$ cat src/rtl/multiplier_seq_pkg.sv
// ----------------------------------------------------------------------------
// multiplier_seq_pkg
// Shared definitions for the sequential RV32M multiply unit: the MULop
// encodings (common with the multiplier decoder) and the FSM state codes.
// Optional build macro used by the top: KIANV_MUL_EARLY_EXIT_EN.
// ----------------------------------------------------------------------------
package multiplier_seq_pkg;

    localparam int MUL_OP_WIDTH = 2;

    localparam logic [MUL_OP_WIDTH-1:0] MUL_OP_MUL   = 2'd0;  // low word
    localparam logic [MUL_OP_WIDTH-1:0] MUL_OP_MULH  = 2'd1;  // high, s x s
    localparam logic [MUL_OP_WIDTH-1:0] MUL_OP_MULSU = 2'd2;  // high, s x u
    localparam logic [MUL_OP_WIDTH-1:0] MUL_OP_MULU  = 2'd3;  // high, u x u

    localparam logic [1:0] S_IDLE = 2'd0;
    localparam logic [1:0] S_CALC = 2'd1;
    localparam logic [1:0] S_DONE = 2'd2;

endpackage

$ cat src/rtl/multiplier_seq_if.sv
// ----------------------------------------------------------------------------
// multiplier_seq_if
// Request/response bundle between the execute-stage control FSM (master)
// and the multiply unit (slave).
//   rs1, rs2   : operands            (master -> slave)
//   MULop      : operation select    (master -> slave)
//   mul_valid  : request, held until mul_ready is seen (master -> slave)
//   mul_ready  : one-cycle completion pulse (slave -> master)
//   rd         : result, stable from mul_ready to next accept (slave -> master)
// ----------------------------------------------------------------------------
interface multiplier_seq_if
    import multiplier_seq_pkg::*;
#(
    parameter int XLEN = 32
);
    logic [XLEN-1:0]         rs1;
    logic [XLEN-1:0]         rs2;
    logic [MUL_OP_WIDTH-1:0] MULop;
    logic                    mul_valid;
    logic                    mul_ready;
    logic [XLEN-1:0]         rd;

    modport master (
        output rs1, rs2, MULop, mul_valid,
        input  mul_ready, rd
    );

    modport slave (
        input  rs1, rs2, MULop, mul_valid,
        output mul_ready, rd
    );
endinterface

$ cat src/rtl/multiplier_seq.sv
// ----------------------------------------------------------------------------
// multiplier_seq
// Sequential RV32M multiply (MUL/MULH/MULSU/MULU) using a radix-2 shift-add
// datapath on operand magnitudes, with a final two's-complement sign fix.
//   clk    : core clock, rising edge
//   reset  : asynchronous, active-high
//   bus    : multiplier_seq_if.slave (rs1, rs2, MULop, mul_valid -> mul_ready, rd)
// Build option: KIANV_MUL_EARLY_EXIT_EN -- finish as soon as the remaining
// multiplier bits are all zero instead of always running XLEN iterations.
// ----------------------------------------------------------------------------
module multiplier_seq
    import multiplier_seq_pkg::*;
#(
    parameter int XLEN = 32
)(
    input  logic           clk,
    input  logic           reset,
    multiplier_seq_if.slave bus
);

    localparam int CW = $clog2(XLEN) + 1;

    logic [1:0]              r_state;
    logic [MUL_OP_WIDTH-1:0] r_op;
    logic [2*XLEN-1:0]       r_mcand;
    logic [2*XLEN-1:0]       r_acc;
    logic [XLEN-1:0]         r_mplier;
    logic [CW-1:0]           r_cnt;
    logic                    r_neg;
    logic [XLEN-1:0]         r_rd;

    logic                    w_rs1_sgn;
    logic                    w_rs2_sgn;
    logic                    w_rs1_neg;
    logic                    w_rs2_neg;
    logic [XLEN-1:0]         w_rs1_abs;
    logic [XLEN-1:0]         w_rs2_abs;
    logic [2*XLEN-1:0]       w_acc_add;
    logic [2*XLEN-1:0]       w_acc_next;
    logic [XLEN-1:0]         w_mplier_next;
    logic [2*XLEN-1:0]       w_prod;
    logic [XLEN-1:0]         w_res;
    logic                    w_cnt_last;
    logic                    w_last;

    // Operand signedness: rs1 signed unless MULU, rs2 signed for MUL/MULH.
    assign w_rs1_sgn = (bus.MULop != MUL_OP_MULU);
    assign w_rs2_sgn = (bus.MULop == MUL_OP_MUL) || (bus.MULop == MUL_OP_MULH);
    assign w_rs1_neg = w_rs1_sgn & bus.rs1[XLEN-1];
    assign w_rs2_neg = w_rs2_sgn & bus.rs2[XLEN-1];
    // -0x80000000 wraps to 0x80000000, which is the correct unsigned magnitude.
    assign w_rs1_abs = w_rs1_neg ? -bus.rs1 : bus.rs1;
    assign w_rs2_abs = w_rs2_neg ? -bus.rs2 : bus.rs2;

    assign w_acc_add     = r_mplier[0] ? r_mcand : '0;
    assign w_acc_next    = r_acc + w_acc_add;
    assign w_mplier_next = r_mplier >> 1;

    // Result is taken from the accumulator value being written this edge,
    // so rd lands on the same edge as the final iteration.
    assign w_prod = r_neg ? -w_acc_next : w_acc_next;
    assign w_res  = (r_op == MUL_OP_MUL) ? w_prod[XLEN-1:0] : w_prod[2*XLEN-1:XLEN];

    assign w_cnt_last = (r_cnt == CW'(XLEN - 1));

`ifdef KIANV_MUL_EARLY_EXIT_EN
    // No set bits left means no further additions can change the product.
    assign w_last = w_cnt_last || (w_mplier_next == '0);
`else
    assign w_last = w_cnt_last;
`endif

    always_ff @(posedge clk or posedge reset) begin
        if (reset) begin
            r_state  <= S_IDLE;
            r_op     <= '0;
            r_mcand  <= '0;
            r_acc    <= '0;
            r_mplier <= '0;
            r_cnt    <= '0;
            r_neg    <= 1'b0;
            r_rd     <= '0;
        end else begin
            case (r_state)
                S_IDLE: begin
                    if (bus.mul_valid) begin
                        r_op     <= bus.MULop;
                        r_mcand  <= {{XLEN{1'b0}}, w_rs1_abs};
                        r_mplier <= w_rs2_abs;
                        r_neg    <= w_rs1_neg ^ w_rs2_neg;
                        r_acc    <= '0;
                        r_cnt    <= '0;
                        r_state  <= S_CALC;
                    end
                end
                S_CALC: begin
                    r_acc    <= w_acc_next;
                    r_mcand  <= r_mcand << 1;
                    r_mplier <= w_mplier_next;
                    r_cnt    <= r_cnt + CW'(1);
                    if (w_last) begin
                        r_rd    <= w_res;
                        r_state <= S_DONE;
                    end
                end
                // DONE always returns to IDLE; a still-high request is
                // only seen once back in IDLE.
                S_DONE:  r_state <= S_IDLE;
                default: r_state <= S_IDLE;
            endcase
        end
    end

    assign bus.mul_ready = (r_state == S_DONE);
    assign bus.rd        = r_rd;

endmodule

$ cat src/flat_wrapper.sv
// flat-port wrapper written by rule: the top's interface ports become plain ports
module multiplier_seq_flat import multiplier_seq_pkg::*;
#(
    parameter int XLEN = 32
)
  (clk, reset, bus_rs1, bus_rs2, bus_MULop, bus_mul_valid, bus_mul_ready, bus_rd);
  multiplier_seq_if #(.XLEN(XLEN)) bus_i ();
  input  logic clk;
  input  logic reset;
  input wire logic [$bits(bus_i.rs1)-1:0] bus_rs1;
  input wire logic [$bits(bus_i.rs2)-1:0] bus_rs2;
  input wire logic [$bits(bus_i.MULop)-1:0] bus_MULop;
  input wire logic [$bits(bus_i.mul_valid)-1:0] bus_mul_valid;
  output wire logic [$bits(bus_i.mul_ready)-1:0] bus_mul_ready;
  output wire logic [$bits(bus_i.rd)-1:0] bus_rd;
  assign bus_i.rs1 = bus_rs1;
  assign bus_i.rs2 = bus_rs2;
  assign bus_i.MULop = bus_MULop;
  assign bus_i.mul_valid = bus_mul_valid;
  assign bus_mul_ready = bus_i.mul_ready;
  assign bus_rd = bus_i.rd;
  multiplier_seq #(.XLEN(XLEN)) u_core (.clk(clk), .reset(reset), .bus(bus_i));
endmodule
$ cat config.mk
export PLATFORM = sky130hd
export DESIGN_NAME = multiplier_seq_flat
export DESIGN_NICKNAME = d
export VERILOG_FILES = /design/src/rtl/multiplier_seq_pkg.sv /design/src/rtl/multiplier_seq_if.sv /design/src/rtl/multiplier_seq.sv /design/src/flat_wrapper.sv
export SDC_FILE = /design/constraint.sdc
export NUM_CORES = 1
export LEC_CHECK = 0
export CORE_MARGIN = 8
export CORE_UTILIZATION = 61
export CTS_BUF_LIST = sky130_fd_sc_hd__clkbuf_16
export DETAILED_ROUTE_END_ITERATION = 16
export GPL_TIMING_DRIVEN = 0
export HOLD_SLACK_MARGIN = 0.15
export PLACE_DENSITY = 0.79
export SYNTH_ARGS = -nofsm -noshare
export SYNTH_HDL_FRONTEND = slang
export SYNTH_SLANG_ARGS = --single-unit
$ cat constraint.sdc
create_clock -name clk -period 9.5 [get_ports clk]
set_clock_uncertainty 0.2 [all_clocks]
set_input_delay 1.425 -clock clk [delete_from_list [all_inputs] [get_ports clk]]
set_output_delay 1.425 -clock clk [all_outputs]
set_load 0.02 [all_outputs]
Word-level counts from Yosys, hierarchy flattened --
Cells that the tools add are included. Widths: inputs -> output; s select.
Storage, ports and cells: flip-flop bits (word level) 203, input port bits 69, output and inout bits 33, logic and storage cells 48
Operators by class: $add $sub $neg 5, equal/unequal tests 7, mux-type cells 16, bitwise operators 3, reduce and logical (&&, ||, !) cells 9
Operators with widths (count):
- $mux 64 | 4
- $pmux 64 s2 | 2
- $mux 32 | 4
- $add 64x64->64 | 1
- $neg 32->32 | 2
- $neg 64->64 | 1
- $pmux 32 s2 | 1
- $pmux 6 s2 | 1
- $reduce_and 2->1 | 4
- $add 6x1->6 const B | 1
- $eq 6x5->1 const B | 1
- $logic_not 2->1 | 3
- $mux 6 | 1
- $eq 2x1->1 const B | 2
- $mux 2 | 2
- $ne 2x2->1 const B | 2
- $pmux 2 s2 | 1
- $and 1x1->1 | 2
- $eq 2x2->1 const B | 1
- $ne 2x1->1 const B | 1
- $reduce_bool 2->1 | 1
- $logic_or 1x1->1 | 1
- $xor 1x1->1 | 1

Depth between registers and ports, before layout --
Gate-level depths: netlist (run 1).
depth after elaboration 6, mapped depth 21, gate-level depth less buffers 17

Least setup slack after synthesis (run 1) --
Ideal clock, no wire load.
kind reg-to-reg, start point reg u_core.r_mplier[0], end point reg u_core.r_rd[15] (netlist: u_core.bus.rd[15]), setup time 0.122 ns, arrival 5.035 ns, data required time 9.178 ns, setup slack 4.143 ns, cell stages (with the launch flop) 19, buffers on the path 2, clock period less this slack 5.357 ns, cell sequence dfrtp_1 clkbuf_1 clkbuf_1 and2_1 ha_1 inv_1 fa_1 nand2b_1 a211oi_1 nor2_1 xnor2_1 or3b_4 nor4_4 nand2b_2 or2_4 or4_1 or4b_4 or3_1 a32o_1
Between the ends: word-level cells in the longest chain between the ends 5
RTL lines:
- from (decl) | RTL line multiplier_seq.sv:27 | logic [XLEN-1:0] r_mplier;
- from (signal assigned) | RTL line multiplier_seq.sv:89 | r_mplier <= w_rs2_abs;
- from (signal assigned) | RTL line multiplier_seq.sv:99 | r_mplier <= w_mplier_next;
- $mux 64 * | RTL line multiplier_seq.sv:55 | assign w_acc_add = r_mplier[0] ? r_mcand : '0;
- $add 64x64->64 * | RTL line multiplier_seq.sv:56 | assign w_acc_next = r_acc + w_acc_add;
- $neg 64->64 | RTL line multiplier_seq.sv:61 | assign w_prod = r_neg ? -w_acc_next : w_acc_next;
- $mux 64 * | RTL line multiplier_seq.sv:61
- $mux 32 * | RTL line multiplier_seq.sv:62 | assign w_res = (r_op == MUL_OP_MUL) ? w_prod[XLEN-1:0] : w_prod[2*XLEN-1:XLEN];
- to (signal assigned) | RTL line multiplier_seq.sv:102 | r_rd <= w_res;
- to (decl) | RTL line multiplier_seq.sv:30 | logic [XLEN-1:0] r_rd;
Mark *: on every way between the ends. The rest lies on a longest branch, timed or not. A chain may end at the register's enable or synchronous reset.

Worst setup path after layout (run 1) --
start point reg u_core.r_mplier[0], end point reg u_core.r_rd[8] (netlist: u_core.bus.rd[8])
The elaborated chain is that of the path after synthesis.

==> flow_summary_export.csv, run 1 <==
group,metric,value,unit
run_status,status,"completed",
power,cellPowerDensity,261.7,nW/um^2
sta,fmax,0.1288,GHz
power,clockPowerShare,0.194,
layout,areaGrowthSynthToFinish,14.20,%
sta,finalWorstSetupSlack,1.736,ns
clock_network,clockRootBuffer,"clkbuf_16",
sta,rsz0062_at_grt,"no",
logic_synthesis,synth.distinct_cells,98,
worst_setup_path,timing.reg2reg.setup_slack,1.74,ns
clock_network,postCtsHoldBufs,0,
clock_network,clk_path_buf_depth,3,
logic_synthesis,ys_ff_latch,203,
sta,maxSlewHeadroom,0.07042,
logic_synthesis,synth_edf_count,0,
sta,setup_viol,0,
logic_synthesis,syn-num-nets,2038,
place,post-dp-hpwl,41.70,mm
power,net-switching-power,2.232,mW
power,pwr-share-comb,0.543,
clock_network,post_cts_buffers,0,
logic_synthesis,yosys.area.top_type_share,0.3256,
run,max_cap_viol_count,0,
floorplan,die-area,30950,um^2
sta,hold_viol_final,0,
clock_network,clk_latency,0.54,ns
worst_setup_path,path_max_fanout,10,
hold_path,whs_endpoint,"u_core.bus.rd[8]",
sta,slew_violations,0,
clock_network,numClockSinks,203,
floorplan,die_x,175.9,um
layout,fillers,1979,
power,peakVddDrop,0.1543,mV
layout,drive_gt1_frac,0.03959,
floorplan,pin_count,102,
worst_setup_path,reg2reg_depth,20,
worst_setup_path,r2r_end,"u_core.bus.rd[8]",
worst_setup_path,worstSetupStartpointType,"flop",
layout,fin_nets,2167,
hold_path,holdPathStages,2,
route,via_per_inst,6.743,
clock_network,htree_levels,1,
logic_synthesis,netlist_top_cells_count,"nand2_1 (211), dfrtp_1 (203), o21ai_0 (187)",
hold_path,min_from,"u_core.bus.rd[8]",
route,drt_iter0_drc,1673,
sta,post-route-period-util,0.8173,
clock_network,cts_buffers,24,
place,dpl_cell_area,17070,um^2
grt,grt_overflow_total,0,
logic_synthesis,syn_avg_cell_area,8.207,um^2
power,leakage,7.268,nW
logic_synthesis,synthFlopType,"dfrtp_1",
clock_network,cts_resized,0,
route,routed_wl,53.89,mm
power,p_seq_frac,0.263,
route,wl_per_cell,22.68,um
clock_network,clk_pin_slew,0.06,ns
layout,diodes,0,
grt,grt_pass1_wl,84.73,mm
logic_synthesis,synth_seq_area_share,0.3256,
floorplan,coreArea,25180,um^2
grt,antenna_found_initial,1,
floorplan,die_h,175.9,um
power,p_int,2.431,mW
logic_synthesis,async_flop_share,1.000,
worst_setup_path,arrival,7.95,ns
power,finalPower,4.662,mW
route,drc,0,
worst_setup_path,cp-end-kind,"flop",
clock_network,cts_tree,"built",
floorplan,floorplan.initialDensity,0.6195,
sta,period_minus_slack,7.764,ns
power,p_sw_frac,0.4787,
sta,fin_setup_tns,0,ns
logic_synthesis,netlist.top_cell.by_area,"dfrtp_1",
sta,worst-slew-pin-transition,1.382,ns
worst_setup_path,r2r_start,"u_core.r_mplier[0]",
place,place_congestion,1.019,
layout,final_area,17820,um^2
logic_synthesis,synthCells,1901,
logic_synthesis,synthTopCellsByArea,"dfrtp_1 (33%), o21ai_0 (6.0%), ha_1 (5.4%)",
logic_synthesis,yosysMostFrequentCell,"nand2_1",
hold_path,min_path_type,"flop to flop",
grt,grt_pass1_vias,15207,
place,portBuffers,101,
grt,grt_max_degree,131,
route,vias,16021,
logic_synthesis,yosys_warnings,0,
worst_setup_path,cp_data_required_time,9.69,ns
worst_setup_path,path_class,"flop to flop",
route,final_antenna_net_count,0,
route,dr.pass1.iters,6,
logic_synthesis,netlist_area,15600,um^2
floorplan,rows,58,
place,place_ws,1.992,ns
grt,grt.total_usage,0.3415,
==> worst max path at each step <==
stage                       startpoint  depth (start not counted)            endpoint  slack [ns]
floorplan                        reset                          1    u_core.bus.rd[0]        2.34
global placement                 reset                          2  u_core.r_mcand[57]       -0.09
detailed placement  u_core.r_mplier[0]                         20    u_core.bus.rd[8]        1.99
CTS                 u_core.r_mplier[0]                         20    u_core.bus.rd[8]        1.93
global route        u_core.r_mplier[0]                         20    u_core.bus.rd[8]        1.37
finish              u_core.r_mplier[0]                         20    u_core.bus.rd[8]        1.74
==> layer usage <==
layer	vias up	GRT usage	wire [um]
met3	163	0.05390	4730
met4	0	0.1554	2673
met5	-	0	0
met2	874	0.5534	24720
li1	7328	-	-
met1	7656	0.4439	21770
==> flip-flops by register name, indices dropped and copies added, names as in the netlist <==
signal           cells
u_core.r_cnt         6
u_core.r_neg         1
u_core.r_acc        64
u_core.r_op          2
u_core.r_mcand      64
u_core.bus.rd       32
u_core.r_mplier     32
u_core.r_state       2
==> metrics by stage <==
step,util,instances,hold WS [ns]
6_report,0.7075,2376,0.2828
5_1_grt,0.7075,2376,0.2967
4_1_cts,0.7075,2376,0.2834
3_5_place_dp,0.6777,2334,0.2690
3_3_place_gp,0.6761,2332,0.2561
2_1_floorplan,-,1901,0.2472
==> worst max-delay path, stage by stage, from the launching register on <==
cell and delay [ns]:
dfrtp_1 0.47, clkbuf_1 0.67, clkbuf_1 0.52, and2_1 0.21, ha_1 0.16, inv_1 0.05
fa_1 0.39, nand2b_1 0.19, a211oi_1 0.61, o21ai_1 0.33, o21ai_0 0.57, o211ai_1 0.14
o311ai_1 0.30, nand3_1 0.48, nor4b_1 0.74, nand4_1 0.35, clkbuf_1 0.33, o311ai_0 0.35
o21ai_0 0.14, a211oi_1 0.29, o21ai_0 0.11
==> layout make-up <==
class	instances	area, um^2	area share
multi-input cells	1542	9933	0.5575
flip-flops and latches	203	5080	0.2851
repair buffers	103	1044	0.05857
clock buffers	24	600.6	0.03371
plain buffers	121	456.7	0.02563
well taps	330	412.9	0.02317
clock inverters	18	151.4	0.008497
inverters	35	138.9	0.007795
==> cell usage in the layout, fill, tap and decap left out, types with 7 or more instances in the layout <==
cell	n
a21o_1	15
clkdlybuf4s50_1	101
xnor2_1	71
dfrtp_1	203
o21a_1	10
nor2_1	112
nor2b_1	7
a21oi_1	156
or3_1	21
o22ai_1	31
o21bai_1	13
nor4_1	13
clkbuf_1	114
and2_1	75
ha_1	67
nand2_1	211
nor3_1	37
a211oi_1	13
o31ai_1	22
and4_1	8
nand2b_1	16
nand3_1	32
or2_2	8
a31oi_1	10
o41ai_1	14
xor2_1	65
a22oi_1	54
mux2i_1	8
o21ai_1	9
o211ai_1	20
clkbuf_16	24
inv_1	38
o21ai_0	187
or4_1	9
nand4_1	37
and3_1	7
a22o_1	74
==> cell families (layout without fill, tap and decap cells) <==
kind of cell	Yosys count	after routing	synth area share
buffers and inverters	156	301	0.03769
and+or+nand+nor	629	629	0.2045
xor gates and xnor gates	137	137	0.07739
muxes	11	11	0.007298
DFF	203	203	0.3256
adders and majority gates	68	68	0.05502
AOI/OAI and AO/OA	697	697	0.2925
==> power groups by stage <==
stage	clock (mW)	sequential (mW)	combinational (mW)
after global placement	0	1.21	2.39
final	0.906	1.22	2.53
after global routing	0.942	1.24	2.72
after detailed placement	0	1.23	2.43
after CTS	0.909	1.22	2.44
after floorplan	0	1.20	1.68
(Power assumes the default switching activity.)
==> run 2, diff against run 1 <==
--- a/config.mk
+++ b/config.mk
@@ -6,12 +6,12 @@
 export NUM_CORES = 1
 export LEC_CHECK = 0
 export CORE_MARGIN = 8
-export CORE_UTILIZATION = 61
+export CORE_UTILIZATION = 55
 export CTS_BUF_LIST = sky130_fd_sc_hd__clkbuf_16
 export DETAILED_ROUTE_END_ITERATION = 16
 export GPL_TIMING_DRIVEN = 0
 export HOLD_SLACK_MARGIN = 0.15
-export PLACE_DENSITY = 0.79
+export PLACE_DENSITY = 0.75
 export SYNTH_ARGS = -nofsm -noshare
 export SYNTH_HDL_FRONTEND = slang
 export SYNTH_SLANG_ARGS = --single-unit
==> constraint.sdc (replaced) <==
create_clock -name clk -period 6.4 [get_ports clk]
set_clock_uncertainty 0.2 [all_clocks]
set_input_delay 0.96 -clock clk [delete_from_list [all_inputs] [get_ports clk]]
set_output_delay 0.96 -clock clk [all_outputs]
set_load 0.02 [all_outputs]
==> run 2 against run 1 <==
Sequential power grew 48%. Sequential share of layout area shrank 0.37 points. First-iteration DRC count shrank 11%. Critical path depth shrank 1. Critical endpoint is now u_core.bus.rd[13]. Highest routed layer unchanged.
==> flow_summary_export.csv, run 2 (synthesis results as in run 1) <==
group,metric,value,unit
clock_network,cts_buffers,23,
clock_network,clk_path_buf_depth,3,
worst_setup_path,arrival,6.39,ns
worst_setup_path,worstSetupStartpointType,"flop",
layout,diodes,0,
clock_network,postCtsHoldBufs,0,
floorplan,die_h,184.4,um
power,cellPowerDensity,386.4,nW/um^2
floorplan,die-area,34010,um^2
run_status,status,"completed",
layout,final_area,18050,um^2
clock_network,cts_tree,"built",
layout,fin_nets,2175,
sta,post-route-period-util,0.9689,
floorplan,die_x,184.4,um
place,place_ws,-0.8889,ns
grt,grt.total_usage,0.3096,
route,drt_iter0_drc,1492,
layout,mostFrequentLayoutCells,"nand2_1 (211), dfrtp_1 (203), o21ai_0 (186), a21oi_1 (156), nor2_1 (112)",
run,max_cap_viol_count,0,
grt,grt_max_degree,46,
place,place_congestion,1.006,
floorplan,floorplan.initialDensity,0.5600,
worst_setup_path,path_max_fanout,10,
sta,hold_ws,0.2748,ns
worst_setup_path,path_class,"flop to flop",
worst_setup_path,cp-end-kind,"flop",
sta,setup_viol,0,
clock_network,numClockSinks,203,
power,peakVddDrop,0.2160,mV
clock_network,clk_latency,0.54,ns
layout,reg_top3,"u_core.r_acc (64), u_core.r_mcand (64)",
layout,drive_gt1_frac,0.05114,
worst_setup_path,startpoint,"u_core.r_mplier[0]",
layout,fillers,2450,
sta,slew_violations,0,
worst_setup_path,r2r_start,"u_core.r_mplier[0]",
worst_setup_path,cp_slowest_cell,"or3_1",
route,drc,0,
clock_network,htree_levels,1,
sta,maxSlewHeadroom,0.2747,
hold_path,min_path_type,"flop to flop",
layout,final_common_cell,"nand2_1",
floorplan,pin_count,102,
floorplan,rows,61,
route,dr.pass1.iters,6,
worst_setup_path,slowest_delay,0.52,ns
place,portBuffers,101,
sta,fmax,0.1613,GHz
place,post-dp-hpwl,42.75,mm
sta,hold_viol_final,0,
layout,areaGrowthSynthToFinish,15.72,%
clock_network,clk_pin_slew,0.06,ns
grt,antenna_found_initial,0,
place,dpl_cell_area,17190,um^2
hold_path,min_from,"u_core.bus.rd[7]",
power,leakage,7.336,nW
floorplan,coreArea,27860,um^2
sta,finalWorstSetupSlack,0.1991,ns
route,final_antenna_net_count,0,
grt,grt_pass1_vias,15143,
worst_setup_path,path_common_cell,"o21ai_0",
route,via_per_inst,6.526,
sta,worst-slew-pin-transition,1.086,ns
sta,fin_setup_tns,0,ns
route,vias,15864,
grt,grt_overflow_total,0,
sta,period_minus_slack,6.201,ns
grt,grt_pass1_wl,83.55,mm
sta,rsz0062_at_grt,"no",
route,routed_wl,53.70,mm
worst_setup_path,worstPathCellList,"clkbuf_4 -> clkbuf_2 -> and2_1 -> ha_1 -> clkbuf_1 -> nand2_1 -> o21ai_1 -> nand3_1 -> o211a_1 -> o31ai_1 -> xor2_1 -> or3_1 -> nor4_2 -> nand4_1 -> clkbuf_2 -> o21ai_0 -> xor2_1 -> o21ai_0 -> o21ai_0",
route,wl_per_cell,22.09,um
worst_setup_path,cp_data_required_time,6.59,ns
power,finalPower,6.976,mW
clock_network,clockRootBuffer,"clkbuf_16",
==> run 2: area by class of cell <==
class                   count  area (um^2)  area share
clock buffers              23        575.6     0.03188
flip-flops and latches    203         5080      0.2814
well taps                 378        473.0     0.02620
plain buffers             121        467.9     0.02592
inverters                  35        135.1    0.007485
multi-input cells        1542         9991      0.5534
clock inverters            17        180.2    0.009980
repair buffers            112         1151     0.06376
==> run 2: metal layers <==
layer | wire (um) | vias up | global-route usage | part of all wire
li1 | - | 7335 | - | -
met1 | 22700 | 7665 | 0.4048 | 0.42
met2 | 24470 | 705 | 0.5089 | 0.46
met3 | 3926 | 159 | 0.03977 | 0.073
met4 | 2601 | 0 | 0.1349 | 0.048
met5 | 0 | - | 0 | 0
==> run 2: worst paths after layout <==
path,to,slack [ns],cells after the start
hold / removal,u_core.bus.rd[7],0.27,2
setup reg to reg,u_core.bus.rd[13],0.20,19
setup / recovery,u_core.bus.rd[13],0.20,19
hold reg to reg,u_core.bus.rd[7],0.27,2
max in group asynchronous,u_core.r_acc[50],4.36,5
min in group asynchronous,u_core.r_acc[2],0.58,2
==> run 2: what timing repair did <==
action	in CTS	in global routing
buffers inserted	1	3
pin swaps	1	2
cloned	0	0
setup endpoints to repair	31	22
gates resized for setup	7	15
==> run 2: power breakdown <==
group	internal, mW	total [mW]	switching, mW
logic	1.27	3.83	2.56
clock network	0.780	1.35	0.566
registers	1.60	1.80	0.204
==> run 2: worst max-delay path: cells and delay by family, from the launching register on <==
kind | cells | cell delay, ns
fa+ha+maj | 1 | 0.27
compound gates | 6 | 1.94
flops | 1 | 0.42
xor+xnor | 2 | 0.53
buf+inv | 4 | 1.03
simple gates | 6 | 1.64
==> run 2: metrics by stage <==
step | std cells | util
floorplan | 1901 | -
global placement | 2380 | 0.6134
detailed placement | 2386 | 0.6172
CTS | 2427 | 0.6455
global route | 2431 | 0.6481
finish | 2431 | 0.6481
==> run 3, diff against run 2 <==
--- a/config.mk
+++ b/config.mk
@@ -5,6 +5,7 @@
 export SDC_FILE = /design/constraint.sdc
 export NUM_CORES = 1
 export LEC_CHECK = 0
+export CORE_ASPECT_RATIO = 0.9
 export CORE_MARGIN = 8
 export CORE_UTILIZATION = 55
 export CTS_BUF_LIST = sky130_fd_sc_hd__clkbuf_16
@@ -15,3 +16,4 @@
 export SYNTH_ARGS = -nofsm -noshare
 export SYNTH_HDL_FRONTEND = slang
 export SYNTH_SLANG_ARGS = --single-unit
+export TNS_END_PERCENT = 1
==> run 3 against run 2 <==
Global-route usage down 0.44 points. Total power down 0.17%. Die area about the same. Clock power down 4%. First-iteration DRC count up 2.1%. Hold slack worse by 0.0045 ns. Flip-flop and latch count unchanged. Via count down 0.94%. Highest routed layer unchanged. Non-clock buffer count down 1. Combinational power up 1%. Register-to-register slack about the same. Maximum frequency about the same.
==> flow_summary_export.csv, run 3 (synthesis results as in run 1) <==
group,metric,value,unit
sta,hold_ws,0.2703,ns
hold_path,min_from,"u_core.bus.rd[12]",
clock_network,numClockSinks,203,
worst_setup_path,timing.reg2reg.setup_slack,0.20,ns
route,final_antenna_net_count,0,
route,wl_per_cell,22.19,um
route,dr.pass1.iters,7,
grt,antenna_found_initial,0,
run,max_cap_viol_count,0,
clock_network,clk_path_buf_depth,3,
clock_network,htree_levels,1,
sta,post-route-period-util,0.9688,
sta,period_minus_slack,6.200,ns
run_status,status,"completed",
sta,slew_violations,0,
floorplan,die-area,34020,um^2
layout,areaGrowthSynthToFinish,15.74,%
place,post-dp-hpwl,42.71,mm
clock_network,cts_buffers,24,
worst_setup_path,cp_data_required_time,6.67,ns
sta,hold_viol_final,0,
worst_setup_path,worstSetupStartpointType,"flop",
place,portBuffers,101,
layout,final_area,18060,um^2
grt,grt_pass1_vias,14998,
worst_setup_path,cp-end-kind,"flop",
grt,grt_max_degree,45,
power,peakVddDrop,0.2474,mV
sta,rsz0062_at_grt,"no",
layout,mostFrequentLayoutCells,"nand2_1 (211), dfrtp_1 (203), o21ai_0 (186), a21oi_1 (155), nor2_1 (112)",
worst_setup_path,reg2reg_depth,18,
layout,drive_gt1_frac,0.05304,
place,place_congestion,1.003,
sta,maxSlewHeadroom,0.09074,
sta,fin_setup_tns,0,ns
clock_network,clk_latency,0.54,ns
layout,fin_util,0.6463,
hold_path,whs_endpoint,"u_core.bus.rd[12]",
grt,grt.total_usage,0.3052,
layout,diodes,0,
route,drc,0,
floorplan,coreArea,27940,um^2
worst_setup_path,r2r_end,"u_core.bus.rd[26]",
layout,final_common_cell,"nand2_1",
power,cellPowerDensity,385.7,nW/um^2
worst_setup_path,path_class,"flop to flop",
clock_network,clk_pin_slew,0.06,ns
sta,worst-slew-pin-transition,1.351,ns
layout,reg_top3,"u_core.r_acc (64), u_core.r_mcand (64)",
route,via_per_inst,6.507,
route,vias,15715,
layout,fin_nets,2175,
floorplan,floorplan.initialDensity,0.5584,
route,drt_iter0_drc,1524,
hold_path,holdPathStages,2,
sta,setup_viol,0,
sta,fmax,0.1613,GHz
grt,grt_pass1_wl,83.68,mm
power,leakage,7.338,nW
clock_network,clockRootBuffer,"clkbuf_16",
worst_setup_path,arrival,6.47,ns
route,routed_wl,53.60,mm
floorplan,die_x,193.5,um
clock_network,postCtsHoldBufs,0,
grt,grt_overflow_total,0,
floorplan,pin_count,102,
hold_path,min_path_type,"flop to flop",
clock_network,cts_tree,"built",
worst_setup_path,path_max_fanout,10,
floorplan,rows,58,
place,dpl_cell_area,17180,um^2
power,finalPower,6.964,mW
worst_setup_path,r2r_start,"u_core.r_mplier[0]",
floorplan,die_h,175.8,um
layout,fillers,2469,
[run 3: through the flow]
step	instances	setup WS [ns]
after floorplan	1901	1.043
after global placement	2362	-0.8062
after detailed placement	2368	-0.8394
after CTS	2411	0.05522
after global routing	2415	0.03662
final	2415	0.1995
[run 3: area by class of cell]
| class | instances | area, um^2 | share of cell area |
|---|---|---|---|
| Clock buffer | 24 | 600.6 | 0.03326 |
| Timing Repair Buffer | 111 | 1154 | 0.06389 |
| Inverter | 35 | 135.1 | 0.007484 |
| Sequential cell | 203 | 5080 | 0.2813 |
| Tap cell | 360 | 450.4 | 0.02495 |
| Buffer | 121 | 465.4 | 0.02578 |
| Multi-Input combinational cell | 1542 | 10040 | 0.5560 |
| Clock inverter | 19 | 131.4 | 0.007276 |
[run 3: repair_timing]
| item | 4_1_cts | 5_1_grt |
|---|---|---|
| pin swaps | 0 | 2 |
| gates resized for setup | 9 | 19 |
| setup endpoints to repair | 32 | 22 |
| setup buffers | 0 | 4 |
[run 3: where the power goes]
part	leakage [nW]	internal, mW	total [mW]	switching (mW)
Combinational	4.42	1.28	3.87	2.60
Clock	0.368	0.723	1.29	0.563
Sequential	2.55	1.60	1.81	0.208
[run 3: routing by layer]
metal / global-route usage / wire (um) / share of wire
met1: 0.4114 / 23500 / 0.44
met2: 0.4821 / 23710 / 0.44
met3: 0.05165 / 4065 / 0.076
met4: 0.1262 / 2324 / 0.043
met5: 0 / 0 / 0
[run 3: worst max path at each step]
stage,cells after the start,to,start
CTS,20,u_core.bus.rd[8],u_core.r_mplier[0]
floorplan,18,u_core.bus.rd[15],u_core.r_mplier[0]
global placement,20,u_core.bus.rd[8],u_core.r_mplier[0]
global route,19,u_core.bus.rd[8],u_core.r_mplier[0]
finish,18,u_core.bus.rd[26],u_core.r_mplier[0]
detailed placement,20,u_core.bus.rd[8],u_core.r_mplier[0]
[run 3: worst max-delay path: stages (launching register included)]
cell      delay, ns
dfrtp_1        0.43
clkbuf_4       0.23
clkbuf_2       0.25
and2_1         0.22
ha_1           0.38
and2_4         0.20
nand3_1        0.21
a21o_2         0.31
o211a_1        0.34
o21ba_2        0.31
o21ai_0        0.52
xor2_1         0.35
or3_1          0.38
clkbuf_1       0.22
or3b_1         0.51
or3_4          0.45
or3_1          0.31
a21oi_1        0.15
o22a_1         0.14
